--- src/rtl/alu_share_arbiter.sv ---
// -----------------------------------------------------------------------------
// alu_share_arbiter
//
// Shares one DATA_W-bit ALU between NUM_REQ requesters. A round-robin arbiter
// picks one valid request in IDLE, registers its operands (which drive the ALU
// pins directly), captures the ALU result one cycle later and returns it with
// the winner's index over a valid/ready response channel.
//
// Build option: define ALU_ARB_OPCHECK_EN to screen opcodes. Illegal opcodes
// are then replaced by PASS on the ALU pins, and the response carries
// rsp_err=1, rsp_result=0, rsp_zero=1.
//
// Ports:
//   clk, rst              clock (rising edge), synchronous active-high reset
//   req_valid/req_ready   per-requester handshake, req_ready one-hot or zero
//   req_a/req_b/req_op    packed operands/opcode, requester i at slice i
//   alu_in1/alu_in2/alu_op  registered drive to the shared ALU
//   alu_result/alu_zero   ALU outputs, captured in EXEC
//   rsp_valid/rsp_ready   response handshake
//   rsp_id/rsp_result/rsp_zero  response payload (rsp_err with the option)
// -----------------------------------------------------------------------------
module alu_share_arbiter #(
    parameter int NUM_REQ = 2,
    parameter int DATA_W  = 64,
    parameter int ID_W    = 2
) (
    input  logic                      clk,
    input  logic                      rst,
    input  logic [NUM_REQ-1:0]        req_valid,
    output logic [NUM_REQ-1:0]        req_ready,
    input  logic [NUM_REQ*DATA_W-1:0] req_a,
    input  logic [NUM_REQ*DATA_W-1:0] req_b,
    input  logic [NUM_REQ*4-1:0]      req_op,
    output logic [DATA_W-1:0]         alu_in1,
    output logic [DATA_W-1:0]         alu_in2,
    output logic [3:0]                alu_op,
    input  logic [DATA_W-1:0]         alu_result,
    input  logic                      alu_zero,
    output logic                      rsp_valid,
    input  logic                      rsp_ready,
    output logic [ID_W-1:0]           rsp_id,
    output logic [DATA_W-1:0]         rsp_result,
    output logic                      rsp_zero
`ifdef ALU_ARB_OPCHECK_EN
    ,
    output logic                      rsp_err
`endif
);

    localparam logic [3:0] OP_PASS = 4'b0111;

    typedef enum logic [1:0] {
        ST_IDLE = 2'd0,
        ST_EXEC = 2'd1,
        ST_RESP = 2'd2
    } state_t;

    state_t              state_q, state_d;
    logic [ID_W-1:0]     rr_ptr_q, rr_ptr_d;
    logic [ID_W-1:0]     win_q, win_d;
    logic [DATA_W-1:0]   a_q, a_d;
    logic [DATA_W-1:0]   b_q, b_d;
    logic [3:0]          op_q, op_d;
    logic                rsp_valid_q, rsp_valid_d;
    logic [ID_W-1:0]     rsp_id_q, rsp_id_d;
    logic [DATA_W-1:0]   rsp_result_q, rsp_result_d;
    logic                rsp_zero_q, rsp_zero_d;
`ifdef ALU_ARB_OPCHECK_EN
    logic                err_q, err_d;
    logic                rsp_err_q, rsp_err_d;
`endif

    logic                grant_found_s;
    logic [ID_W-1:0]     grant_idx_s;
    logic                hit_s;
    logic [DATA_W-1:0]   sel_a_s;
    logic [DATA_W-1:0]   sel_b_s;
    logic [3:0]          sel_op_s;
    logic [NUM_REQ-1:0]  req_ready_s;

`ifdef ALU_ARB_OPCHECK_EN
    function automatic logic op_is_legal(input logic [3:0] op);
        logic legal;
        case (op)
            4'b0000, 4'b0001, 4'b0010, 4'b0110, 4'b0111, 4'b1100: legal = 1'b1;
            default: legal = 1'b0;
        endcase
        return legal;
    endfunction
`endif

    // Round-robin search: scan offsets 0..NUM_REQ-1 from rr_ptr, first valid wins.
    always_comb begin
        grant_found_s = 1'b0;
        grant_idx_s   = '0;
        hit_s         = 1'b0;
        for (int k = 0; k < NUM_REQ; k++) begin
            for (int j = 0; j < NUM_REQ; j++) begin
                hit_s = (j == ((int'(rr_ptr_q) + k) % NUM_REQ)) && req_valid[j] && !grant_found_s;
                grant_idx_s   = hit_s ? ID_W'(j) : grant_idx_s;
                grant_found_s = grant_found_s | hit_s;
            end
        end
    end

    // Operand mux for the winner and the one-hot ready (only meaningful in IDLE).
    always_comb begin
        sel_a_s     = '0;
        sel_b_s     = '0;
        sel_op_s    = 4'b0000;
        req_ready_s = '0;
        for (int j = 0; j < NUM_REQ; j++) begin
            if (grant_found_s && (grant_idx_s == ID_W'(j))) begin
                sel_a_s        = req_a[j*DATA_W +: DATA_W];
                sel_b_s        = req_b[j*DATA_W +: DATA_W];
                sel_op_s       = req_op[j*4 +: 4];
                req_ready_s[j] = (state_q == ST_IDLE);
            end else begin
                req_ready_s[j] = 1'b0;
            end
        end
    end

    // Next-state and datapath register updates for the IDLE/EXEC/RESP sequence.
    always_comb begin
        state_d      = state_q;
        rr_ptr_d     = rr_ptr_q;
        win_d        = win_q;
        a_d          = a_q;
        b_d          = b_q;
        op_d         = op_q;
        rsp_valid_d  = rsp_valid_q;
        rsp_id_d     = rsp_id_q;
        rsp_result_d = rsp_result_q;
        rsp_zero_d   = rsp_zero_q;
`ifdef ALU_ARB_OPCHECK_EN
        err_d        = err_q;
        rsp_err_d    = rsp_err_q;
`endif
        case (state_q)
            ST_IDLE: begin
                if (grant_found_s) begin
                    a_d   = sel_a_s;
                    b_d   = sel_b_s;
                    win_d = grant_idx_s;
`ifdef ALU_ARB_OPCHECK_EN
                    // Illegal codes never reach the ALU; PASS keeps it well-defined.
                    op_d  = op_is_legal(sel_op_s) ? sel_op_s : OP_PASS;
                    err_d = !op_is_legal(sel_op_s);
`else
                    op_d  = sel_op_s;
`endif
                    state_d = ST_EXEC;
                end else begin
                    state_d = ST_IDLE;
                end
            end
            ST_EXEC: begin
                rsp_valid_d = 1'b1;
                rsp_id_d    = win_q;
`ifdef ALU_ARB_OPCHECK_EN
                rsp_result_d = err_q ? '0 : alu_result;
                rsp_zero_d   = err_q ? 1'b1 : alu_zero;
                rsp_err_d    = err_q;
`else
                rsp_result_d = alu_result;
                rsp_zero_d   = alu_zero;
`endif
                state_d = ST_RESP;
            end
            ST_RESP: begin
                if (rsp_ready) begin
                    rsp_valid_d = 1'b0;
                    rr_ptr_d    = (win_q == ID_W'(NUM_REQ - 1)) ? '0 : win_q + ID_W'(1);
                    state_d     = ST_IDLE;
                end else begin
                    state_d = ST_RESP;
                end
            end
            default: begin
                state_d = ST_IDLE;
            end
        endcase
    end

    // State and datapath registers with synchronous reset.
    always_ff @(posedge clk) begin
        if (rst) begin
            state_q      <= ST_IDLE;
            rr_ptr_q     <= '0;
            win_q        <= '0;
            a_q          <= '0;
            b_q          <= '0;
            op_q         <= OP_PASS;
            rsp_valid_q  <= 1'b0;
            rsp_id_q     <= '0;
            rsp_result_q <= '0;
            rsp_zero_q   <= 1'b0;
`ifdef ALU_ARB_OPCHECK_EN
            err_q        <= 1'b0;
            rsp_err_q    <= 1'b0;
`endif
        end else begin
            state_q      <= state_d;
            rr_ptr_q     <= rr_ptr_d;
            win_q        <= win_d;
            a_q          <= a_d;
            b_q          <= b_d;
            op_q         <= op_d;
            rsp_valid_q  <= rsp_valid_d;
            rsp_id_q     <= rsp_id_d;
            rsp_result_q <= rsp_result_d;
            rsp_zero_q   <= rsp_zero_d;
`ifdef ALU_ARB_OPCHECK_EN
            err_q        <= err_d;
            rsp_err_q    <= rsp_err_d;
`endif
        end
    end

    assign req_ready  = req_ready_s;
    assign alu_in1    = a_q;
    assign alu_in2    = b_q;
    assign alu_op     = op_q;
    assign rsp_valid  = rsp_valid_q;
    assign rsp_id     = rsp_id_q;
    assign rsp_result = rsp_result_q;
    assign rsp_zero   = rsp_zero_q;
`ifdef ALU_ARB_OPCHECK_EN
    assign rsp_err    = rsp_err_q;
`endif

endmodule

--- config.mk ---
export PLATFORM = sky130hd
export DESIGN_NAME = alu_share_arbiter
export DESIGN_NICKNAME = d
export VERILOG_FILES = /design/src/rtl/alu_share_arbiter.sv
export SDC_FILE = /design/constraint.sdc
export NUM_CORES = 1
export LEC_CHECK = 0
export CAP_MARGIN = 20
export CORE_AREA = 3 3 206 208
export CTS_BUF_LIST = sky130_fd_sc_hd__clkbuf_8
export CTS_CLUSTER_DIAMETER = 200
export DETAILED_ROUTE_END_ITERATION = 8
export DIE_AREA = 0 0 209 211
export GPL_TIMING_DRIVEN = 0
export PLACE_DENSITY_LB_ADDON = 0.08
export SKIP_LAST_GASP = 1
export SLEW_MARGIN = 20
export SYNTH_ARGS = -nofsm -noshare
export SYNTH_HDL_FRONTEND = slang
export SYNTH_SLANG_ARGS = --single-unit
export TNS_END_PERCENT = 20
--- constraint.sdc ---
create_clock -name clk -period 1.5 [get_ports clk]
set_input_delay 0.225 -clock clk [delete_from_list [all_inputs] [get_ports clk]]
set_output_delay 0.225 -clock clk [all_outputs]
set_load 0.005 [all_outputs]
# [Yosys cells after proc, flatten, opt, wreduce, memory -nomap -nowiden]
# Cells that the tools add are included.
[op_classes] addsub=2 mul=0 div=0 n_lt_le_gt_ge=0 n_eq_ne=6 shift=0 muxes=17 n_bitwise=4 n_reduce_logical=20
[ops] op="$mux W64" count=4
[ops] op="$logic_not A32 Y1" count=2
[ops] op="$logic_and A1 B1 Y1" count=9
[ops] op="$mux W1" count=8
[ops] op="$mux W4" count=2
[ops] op="$pmux W2 S3" count=1
[ops] op="$reduce_and A2 Y1" count=3
[ops] op="$logic_not A2 Y1" count=2
[ops] op="$logic_not A1 Y1" count=3
[ops] op="$or A1 B1 Y1" count=3
[ops] op="$add A1 B1 Y1 const B" count=2
[ops] op="$eq A1 B1 Y1 const B" count=2
[ops] op="$eq A2 B1 Y1 const B" count=1
[ops] op="$eq A2 B2 Y1 const A" count=1
[ops] op="$eq A2 B2 Y1 const B" count=1
[ops] op="$mux W2" count=1
[ops] op="$ne A2 B2 Y1 const B" count=1
[ops] op="$pmux W1 S2" count=1
[ops] op="$reduce_bool A2 Y1" count=1
[ops] op="$and A1 B1 Y1 const A" count=1
[totals] ff_bits=203 latch_bits=0 mem_bits_rw=0 mem_bits_ro=0 inputBits=334 mem_count=0

# [Logic depth before layout (Yosys ltp)]
# Gate-level depths: netlist (run 1).
[depth] ltp_word=15 depth_mapped=6 depth_no_buf=3

# [Worst setup path after synthesis (run 1)]
# OpenSTA, ideal clock, no wires.
[synth_path] path_kind="flip-flop to output port" start="register state_q[1]" end="output req_ready[1]" t_arrival_ps=1169 t_required_ps=1275 setup_slack_ps=106 stages_incl_launch_ff=6 cell_sequence="dfxtp_1 -> nor2_4 -> buf_2 -> clkbuf_1 -> nand3_1 -> inv_1"
[synth_via] elab_chain_len=2
[synth_lines] element="start, declared" line_no="58" rtl="state_t state_q, state_d;"
[synth_lines] element="start signal, assigned" line_no="204" rtl="state_q <= state_d;"
[synth_lines] element="$logic_not A2 Y1" line_no="117" rtl="req_ready_s[j] = (state_q == ST_IDLE);"
[synth_lines] element="$mux W1" line_no="113" rtl="if (grant_found_s && (grant_idx_s == ID_W'(j))) begin"
[synth_lines] element="end, declared" line_no="30" rtl="output logic [NUM_REQ-1:0] req_ready,"
# Every way passes these cells.

# [Worst setup path after layout (run 1)]
[layout_path] start="register state_q[0]" end="output req_ready[1]"
# The elaborated chain is that of the path after synthesis.

==> results.sh, run 1 <==
export IMPL_synth_cell_types=29
export IMPL_timing_slew_headroom=0.475
export IMPL_hold_class="input pin to register"
export IMPL_run_status="finished, violations left"
export IMPL_max_fo_critical_path=4
export IMPL_irDropWorstVdd_mv=0.386
export IMPL_worst_setup_path_start_kind="register"
export IMPL_via_per_inst=4.90
export IMPL_finalHoldViolCount=0
export IMPL_total_switching_power_mw=4.84
export IMPL_seqPwrFrac=0.374
export IMPL_multi_input_comb_area_sq_um=3960
export IMPL_placeableCoreArea_sq_um=40700
export IMPL_failing_checks="negative setup slack"
export IMPL_cts_max_path_buffers=3
export IMPL_floorplan_die_area_sq_um=44100
export IMPL_std_cell_rows=74
export IMPL_gpl_wtd_cong=0.856
export IMPL_hold_path_depth=3
export IMPL_synth_yosys_seq_area_share=0.475
export IMPL_grt_setup_unrepaired="true"
export IMPL_tightest_slew_ns=0.787
export IMPL_power_combinational_fraction=0.260
export IMPL_globalRoute_totalOverflow=0
export IMPL_initial_core_util=0.210
export IMPL_switching_share=0.296
export IMPL_drt_pass1_iter_count=5
export IMPL_clock_root_buffer_master="clkbuf_8"
export IMPL_aggregate_global_route_resource_usage=0.212
export IMPL_cap_violations=0
export IMPL_finalSetupViolCount=243
export IMPL_synth_edff_count=0
export IMPL_synth_cells=1066
export IMPL_first_global_vias=10900
export IMPL_yosys_register_bits=203
export IMPL_clock_skew_final_ns=0.0192
export IMPL_crit_arrival_ns=1.62
export IMPL_regToRegEndpoint="alu_in2[60]"
export IMPL_r2r_start="state_q[0]"
export IMPL_power_dens_cells_nw_per_um2=1030
export IMPL_route_detailed_drc=0
export IMPL_power_share_clock=0.366
export IMPL_synth_top_cells_by_count="dfxtp_1, nand2_1, nand4_1"
export IMPL_worst_endpoint_required_ns=1.27
export IMPL_cts_tree="built"
export IMPL_endpoint_kind="output port"
export IMPL_worstSkewPairLatency_ns=0.59
export IMPL_grt_pass1_wl_microns=71300
export IMPL_width_of_the_die_microns=209
export IMPL_hold_start="alu_result[60]"
export IMPL_final_nets=1987
export IMPL_maxClockFrequency_ghz=0.543
export IMPL_synth_nets=1400
export IMPL_drv_slew=0
export IMPL_synthDominantAreaCellType="dfxtp_1"
export IMPL_finalSetupTns_ns=-32.21
export IMPL_portBuffers=532
export IMPL_synth_area_top_cells="dfxtp_1, nand4_1, a31oi_1, nand3_1, o21ai_0"
export IMPL_drive_gt1_frac=0.104
export IMPL_min_delay_worst_endpoint="rsp_result[60]"
export IMPL_routed_wire_length_per_instance_microns=22.1
export IMPL_design_power_total_mw=16.3
export IMPL_post_route_min_period_ns=1.84
export IMPL_synth_warnings=0
export IMPL_total_number_of_vias=10900
export IMPL_area_sequential_sq_um=4080
export IMPL_boundaryPins=536
export IMPL_finish_cell_count_without_fillers=2223
export IMPL_yosys_cell_count_top_type="dfxtp_1"
export IMPL_final_min_period_over_clock_period=1.23
export IMPL_criticalPathCategory="register to output port"
export IMPL_postRouteAntennaNets=0
export IMPL_cts_buffers=41
export IMPL_totalWireLength_microns=49100
export IMPL_hpwl_microns=37100
export IMPL_power_internal_mw=11.5
export IMPL_clk_transition_reported_paths_ns=0.06
export IMPL_netlist_area_leader_share=0.475
export IMPL_clkSinkCount=203
export IMPL_fp_dieH_microns=211
export IMPL_htreeDepth=2
export IMPL_setup_reg_to_reg_worst_slack_ns=-0.14
export IMPL_dp_cells=2130
export IMPL_pin_count_of_the_biggest_net_entering_global_routing=12
export IMPL_antenna_found_initial=8
export IMPL_initialDrtViolationCount=690
export IMPL_synthesis_area_per_instance_sq_um=8.02
export IMPL_timing_final_ws_setup_ns=-0.341
export IMPL_synth_async_sr_flop_share=0
export IMPL_power_static_leakage_nw=5.91
export IMPL_cts_hold_buffers_added=0
export IMPL_syn_to_final_growth_pct=86.3
export IMPL_synth_cell_area_sq_um=8550
export IMPL_postSynth_topFlopCell="dfxtp_1"
export IMPL_reg2reg_depth=7
export IMPL_nFillCells=4286
==> power groups by stage <==
stage,combinational [mW],sequential (mW),clock (mW)
after floorplan,1.40,6.23,0
after global placement,4.02,6.21,0
after detailed placement,4.01,6.22,0
after CTS,4.24,6.11,6.22
after global routing,4.62,6.16,6.42
final,4.25,6.11,5.98
==> cell type report <==
class	count	share of cell area
Buffer	137	0.0549
Tap cell	532	0.0418
Clock buffer	53	0.0458
Clock inverter	21	0.00762
Timing Repair Buffer	544	0.344
Antenna cell	7	0.00110
Multi-Input combinational cell	724	0.248
Inverter	2	0.000471
Sequential cell	203	0.256
==> cell families after synthesis <==
family / share of synthesized area
other cells: 0.000438
compound gates: 0.242
simple gates: 0.214
flops: 0.475
buf+inv: 0.0671
mux: 0.00117
==> how the worst max path moves through the flow <==
stage / start / endpoint / slack, ns
3_3_place_gp: req_valid[0] / req_ready[0] / -1.38
4_1_cts: state_q[0] / req_ready[1] / -0.42
6_report: state_q[0] / req_ready[1] / -0.34
3_5_place_dp: req_valid[0] / req_ready[0] / -1.38
2_1_floorplan: state_q[1] / req_ready[1] / 0.11
5_1_grt: state_q[0] / req_ready[1] / -0.44
==> critical path: stages, from the launching register on <==
cell and delay (ns):
dfxtp_4 0.35, nor2_4 0.16, buf_12 0.13, clkbuf_16 0.13
nand3_4 0.08, inv_2 0.07, buf_6 0.09
==> sequential cells by signal, indices dropped and copies added, names as in the netlist <==
name and count:
alu_in1 64, alu_in2 64, alu_op 4, rr_ptr_q 1
rsp_id 1, rsp_result 64, rsp_valid 1, rsp_zero 1
state_q 2, win_q 1
==> metrics by stage <==
stage,utilization,setup slack [ns],area [sq um],hold slack [ns]
floorplan,-,0.106,8550,0.361
global placement,0.357,-1.38,14500,0.442
detailed placement,0.357,-1.38,14500,0.446
CTS,0.386,-0.424,15700,0.126
global route,0.391,-0.437,15900,0.168
finish,0.391,-0.341,15900,0.185
==> repair_timing <==
| item | in CTS | in global routing |
|---|---|---|
| gates resized for setup | 108 | 108 |
| pin swaps | 3 | 2 |
| hold endpoints to repair | 0 | 0 |
| buffers inserted | 10 | 2 |
| setup endpoints to repair | 401 | 401 |
==> per-layer routing <==
layer	part of all wire	GRT usage	vias up
li1	-	-	5176
met1	0.41	0.263	5197
met2	0.49	0.358	444
met3	0.078	0.0627	63
met4	0.019	0.0635	4
met5	0.00067	0	-
==> cells in the final DEF, fill, tap and decap left out, drive strengths merged <==
cell,instances
a21boi,1
o21ai,110
a21oi,92
or2,2
clkdlybuf4s50,506
nand2b,2
nor2b,1
and2,1
nand3,108
nand4b,3
clkinv,2
bufinv,1
or3b,1
nor3,1
clkinvlp,1
nand3b,1
dlymetal6s2s,24
nand2,132
nand4,109
buf,61
a31oi,105
clkbuf,143
mux2i,1
inv,19
nor2,5
diode,7
a211oi,24
a32oi,24
dfxtp,203
conb,1
Note: power is estimated with default switching activity, not from simulation.
==> run 2: changes to the inputs <==
--- a/config.mk
+++ b/config.mk
@@ -11,11 +11,10 @@
 export CTS_CLUSTER_DIAMETER = 200
 export DETAILED_ROUTE_END_ITERATION = 8
 export DIE_AREA = 0 0 209 211
+export GPL_ROUTABILITY_DRIVEN = 0
 export GPL_TIMING_DRIVEN = 0
 export PLACE_DENSITY_LB_ADDON = 0.08
-export SKIP_LAST_GASP = 1
 export SLEW_MARGIN = 20
 export SYNTH_ARGS = -nofsm -noshare
 export SYNTH_HDL_FRONTEND = slang
 export SYNTH_SLANG_ARGS = --single-unit
-export TNS_END_PERCENT = 20
==> results.sh, run 2 (synthesis gave the netlist of run 1 again) <==
export IMPL_postRouteAntennaNets=0
export IMPL_cp_common_cell="buf_6"
export IMPL_min_delay_worst_endpoint="rsp_result[60]"
export IMPL_seqPwrFrac=0.374
export IMPL_tightest_slew_ns=0.821
export IMPL_antenna_found_initial=8
export IMPL_power_dens_cells_nw_per_um2=1020
export IMPL_timing_critical_path_cells="nand2b_1 -> buf_6 -> clkbuf_8 -> nand3_4 -> inv_2 -> buf_6"
export IMPL_top_signal_layer_used="met5"
export IMPL_worst_setup_path_start_kind="register"
export IMPL_nFillCells=4366
export IMPL_finalInstanceArea_sq_um=16100
export IMPL_cts_max_path_buffers=3
export IMPL_clkSinkCount=203
export IMPL_hold_start="alu_result[60]"
export IMPL_regToRegEndpoint="alu_in1[10]"
export IMPL_initialDrtViolationCount=670
export IMPL_pin_count_of_the_biggest_net_entering_global_routing=12
export IMPL_routed_wire_length_per_instance_microns=22.2
export IMPL_hpwl_microns=37100
export IMPL_aggregate_global_route_resource_usage=0.212
export IMPL_fp_dieH_microns=211
export IMPL_cts_hold_buffers_added=0
export IMPL_criticalPathCategory="register to output port"
export IMPL_cp_top_family="buffers and inverters"
export IMPL_drt_pass1_iter_count=5
export IMPL_total_number_of_vias=10900
export IMPL_run_status="finished, violations left"
export IMPL_power_share_clock=0.365
export IMPL_hold_class="input pin to register"
export IMPL_first_global_vias=10900
export IMPL_finish_cell_count_without_fillers=2228
export IMPL_route_detailed_drc=0
export IMPL_reg2reg_depth=7
export IMPL_cpPeakStageDelay_ns=0.37
export IMPL_width_of_the_die_microns=209
export IMPL_placedInstanceArea_sq_um=14500
export IMPL_floorplan_die_area_sq_um=44100
export IMPL_post_route_min_period_ns=1.84
export IMPL_failing_checks="negative setup slack"
export IMPL_timing_final_ws_setup_ns=-0.340
export IMPL_globalRoute_totalOverflow=0
export IMPL_timing_slew_headroom=0.453
export IMPL_std_cell_rows=74
export IMPL_hold_path_depth=3
export IMPL_switching_share=0.301
export IMPL_drive_gt1_frac=0.136
export IMPL_max_fo_critical_path=10
export IMPL_initial_core_util=0.210
export IMPL_power_internal_mw=11.4
export IMPL_dp_cells=2130
export IMPL_maxClockFrequency_ghz=0.543
export IMPL_placeableCoreArea_sq_um=40700
export IMPL_syn_to_final_growth_pct=87.7
export IMPL_worstSkewPairLatency_ns=0.59
export IMPL_cts_buffers=41
export IMPL_crit_arrival_ns=1.62
export IMPL_layout_commonest_cell="clkdlybuf4s50_1"
export IMPL_slowest_stage="dfxtp_2"
export IMPL_clock_root_buffer_master="clkbuf_8"
export IMPL_routed_wl_met2_microns=24100
export IMPL_critical_path_buf_inv_count=4
export IMPL_htreeDepth=2
export IMPL_routed_wl_met3_microns=3670
export IMPL_worst_endpoint_required_ns=1.27
export IMPL_endpoint_kind="output port"
export IMPL_finalHoldViolCount=0
export IMPL_power_static_leakage_nw=6.44
export IMPL_r2r_start="rr_ptr_q[0]"
export IMPL_final_nets=1992
export IMPL_clock_skew_final_ns=0.0206
export IMPL_cts_tree="built"
export IMPL_power_combinational_fraction=0.261
export IMPL_area_sequential_sq_um=4080
export IMPL_total_switching_power_mw=4.91
export IMPL_cap_violations=0
export IMPL_grt_setup_unrepaired="true"
export IMPL_drv_slew=0
export IMPL_finalSetupViolCount=42
export IMPL_wl_met1_microns=20500
export IMPL_multi_input_comb_area_sq_um=4040
export IMPL_final_min_period_over_clock_period=1.23
export IMPL_totalWireLength_microns=49500
export IMPL_final_cell_mix="clkdlybuf4s50_1, dfxtp_1, dlygate4sd2_1"
export IMPL_grt_pass1_wl_microns=71400
export IMPL_clk_transition_reported_paths_ns=0.06
export IMPL_boundaryPins=536
export IMPL_setup_reg_to_reg_worst_slack_ns=-0.08
export IMPL_post_place_ws_ns=-1.38
export IMPL_via_per_inst=4.88
export IMPL_irDropWorstVdd_mv=0.384
export IMPL_portBuffers=532
[run 2: changes by cell type in the layout (fill, tap and decap cells not counted), moves of 12 or more]
cell,change
o21ai_0,-66
o21ai_2,+20
dlymetal6s2s_1,-24
clkbuf_1,-12
clkdlybuf4s50_1,-175
dlygate4sd2_1,+179
o21ai_1,+46
[run 2: final cells by class]
| class | count | area share |
|---|---|---|
| antenna | 7 | 0.00109 |
| buffer | 137 | 0.0688 |
| clock buffer | 53 | 0.0454 |
| clock inverter | 21 | 0.00756 |
| inverter | 2 | 0.000468 |
| multi-input combinational | 724 | 0.252 |
| sequential | 203 | 0.254 |
| tap | 532 | 0.0415 |
| timing repair buffer | 549 | 0.329 |
[run 2: per-layer routing]
metal	global-route usage	vias up
met3	0.0624	66
met1	0.264	5199
li1	-	5192
met2	0.357	422
met5	0	-
met4	0.0654	4
[run 2: how the worst max path moves through the flow]
stage	from	to	depth (start not counted)
3_3_place_gp	req_valid[0]	req_ready[0]	6
5_1_grt	state_q[0]	req_ready[1]	6
4_1_cts	state_q[0]	req_ready[1]	6
3_5_place_dp	req_valid[0]	req_ready[0]	6
2_1_floorplan	state_q[1]	req_ready[1]	5
6_report	rr_ptr_q[0]	req_ready[1]	6
[run 2: through the flow]
step | power [mW] | TNS [ns] | hold slack [ns] | util
2_1_floorplan | 7.63 | 0 | 0.361 | -
3_3_place_gp | 10.2 | -116.45 | 0.442 | 0.357
3_5_place_dp | 10.2 | -118.38 | 0.446 | 0.357
4_1_cts | 16.3 | -17.06 | 0.126 | 0.382
5_1_grt | 17.2 | -8.99 | 0.168 | 0.394
6_report | 16.3 | -1.36 | 0.186 | 0.394
[run 2: power by group through the flow]
| stage | combinational (mW) | clock (mW) | sequential (mW) |
|---|---|---|---|
| after floorplan | 1.40 | 0 | 6.23 |
| after global placement | 4.02 | 0 | 6.21 |
| after detailed placement | 4.01 | 0 | 6.22 |
| after CTS | 3.97 | 6.22 | 6.10 |
| after global routing | 4.64 | 6.42 | 6.16 |
| final | 4.27 | 5.97 | 6.11 |
[run 2: tightest hold or removal path: stages]
cell and delay [ns]:
clkdlybuf4s50_1 0.40, nand2_1 0.05, a21oi_1 0.05
[run 2: timing repair]
action | CTS | global route
setup buffers | 10 | 5
pin swaps | 3 | 39
cloned | 0 | 2
gates resized for setup | 356 | 284
setup endpoints to repair | 401 | 210
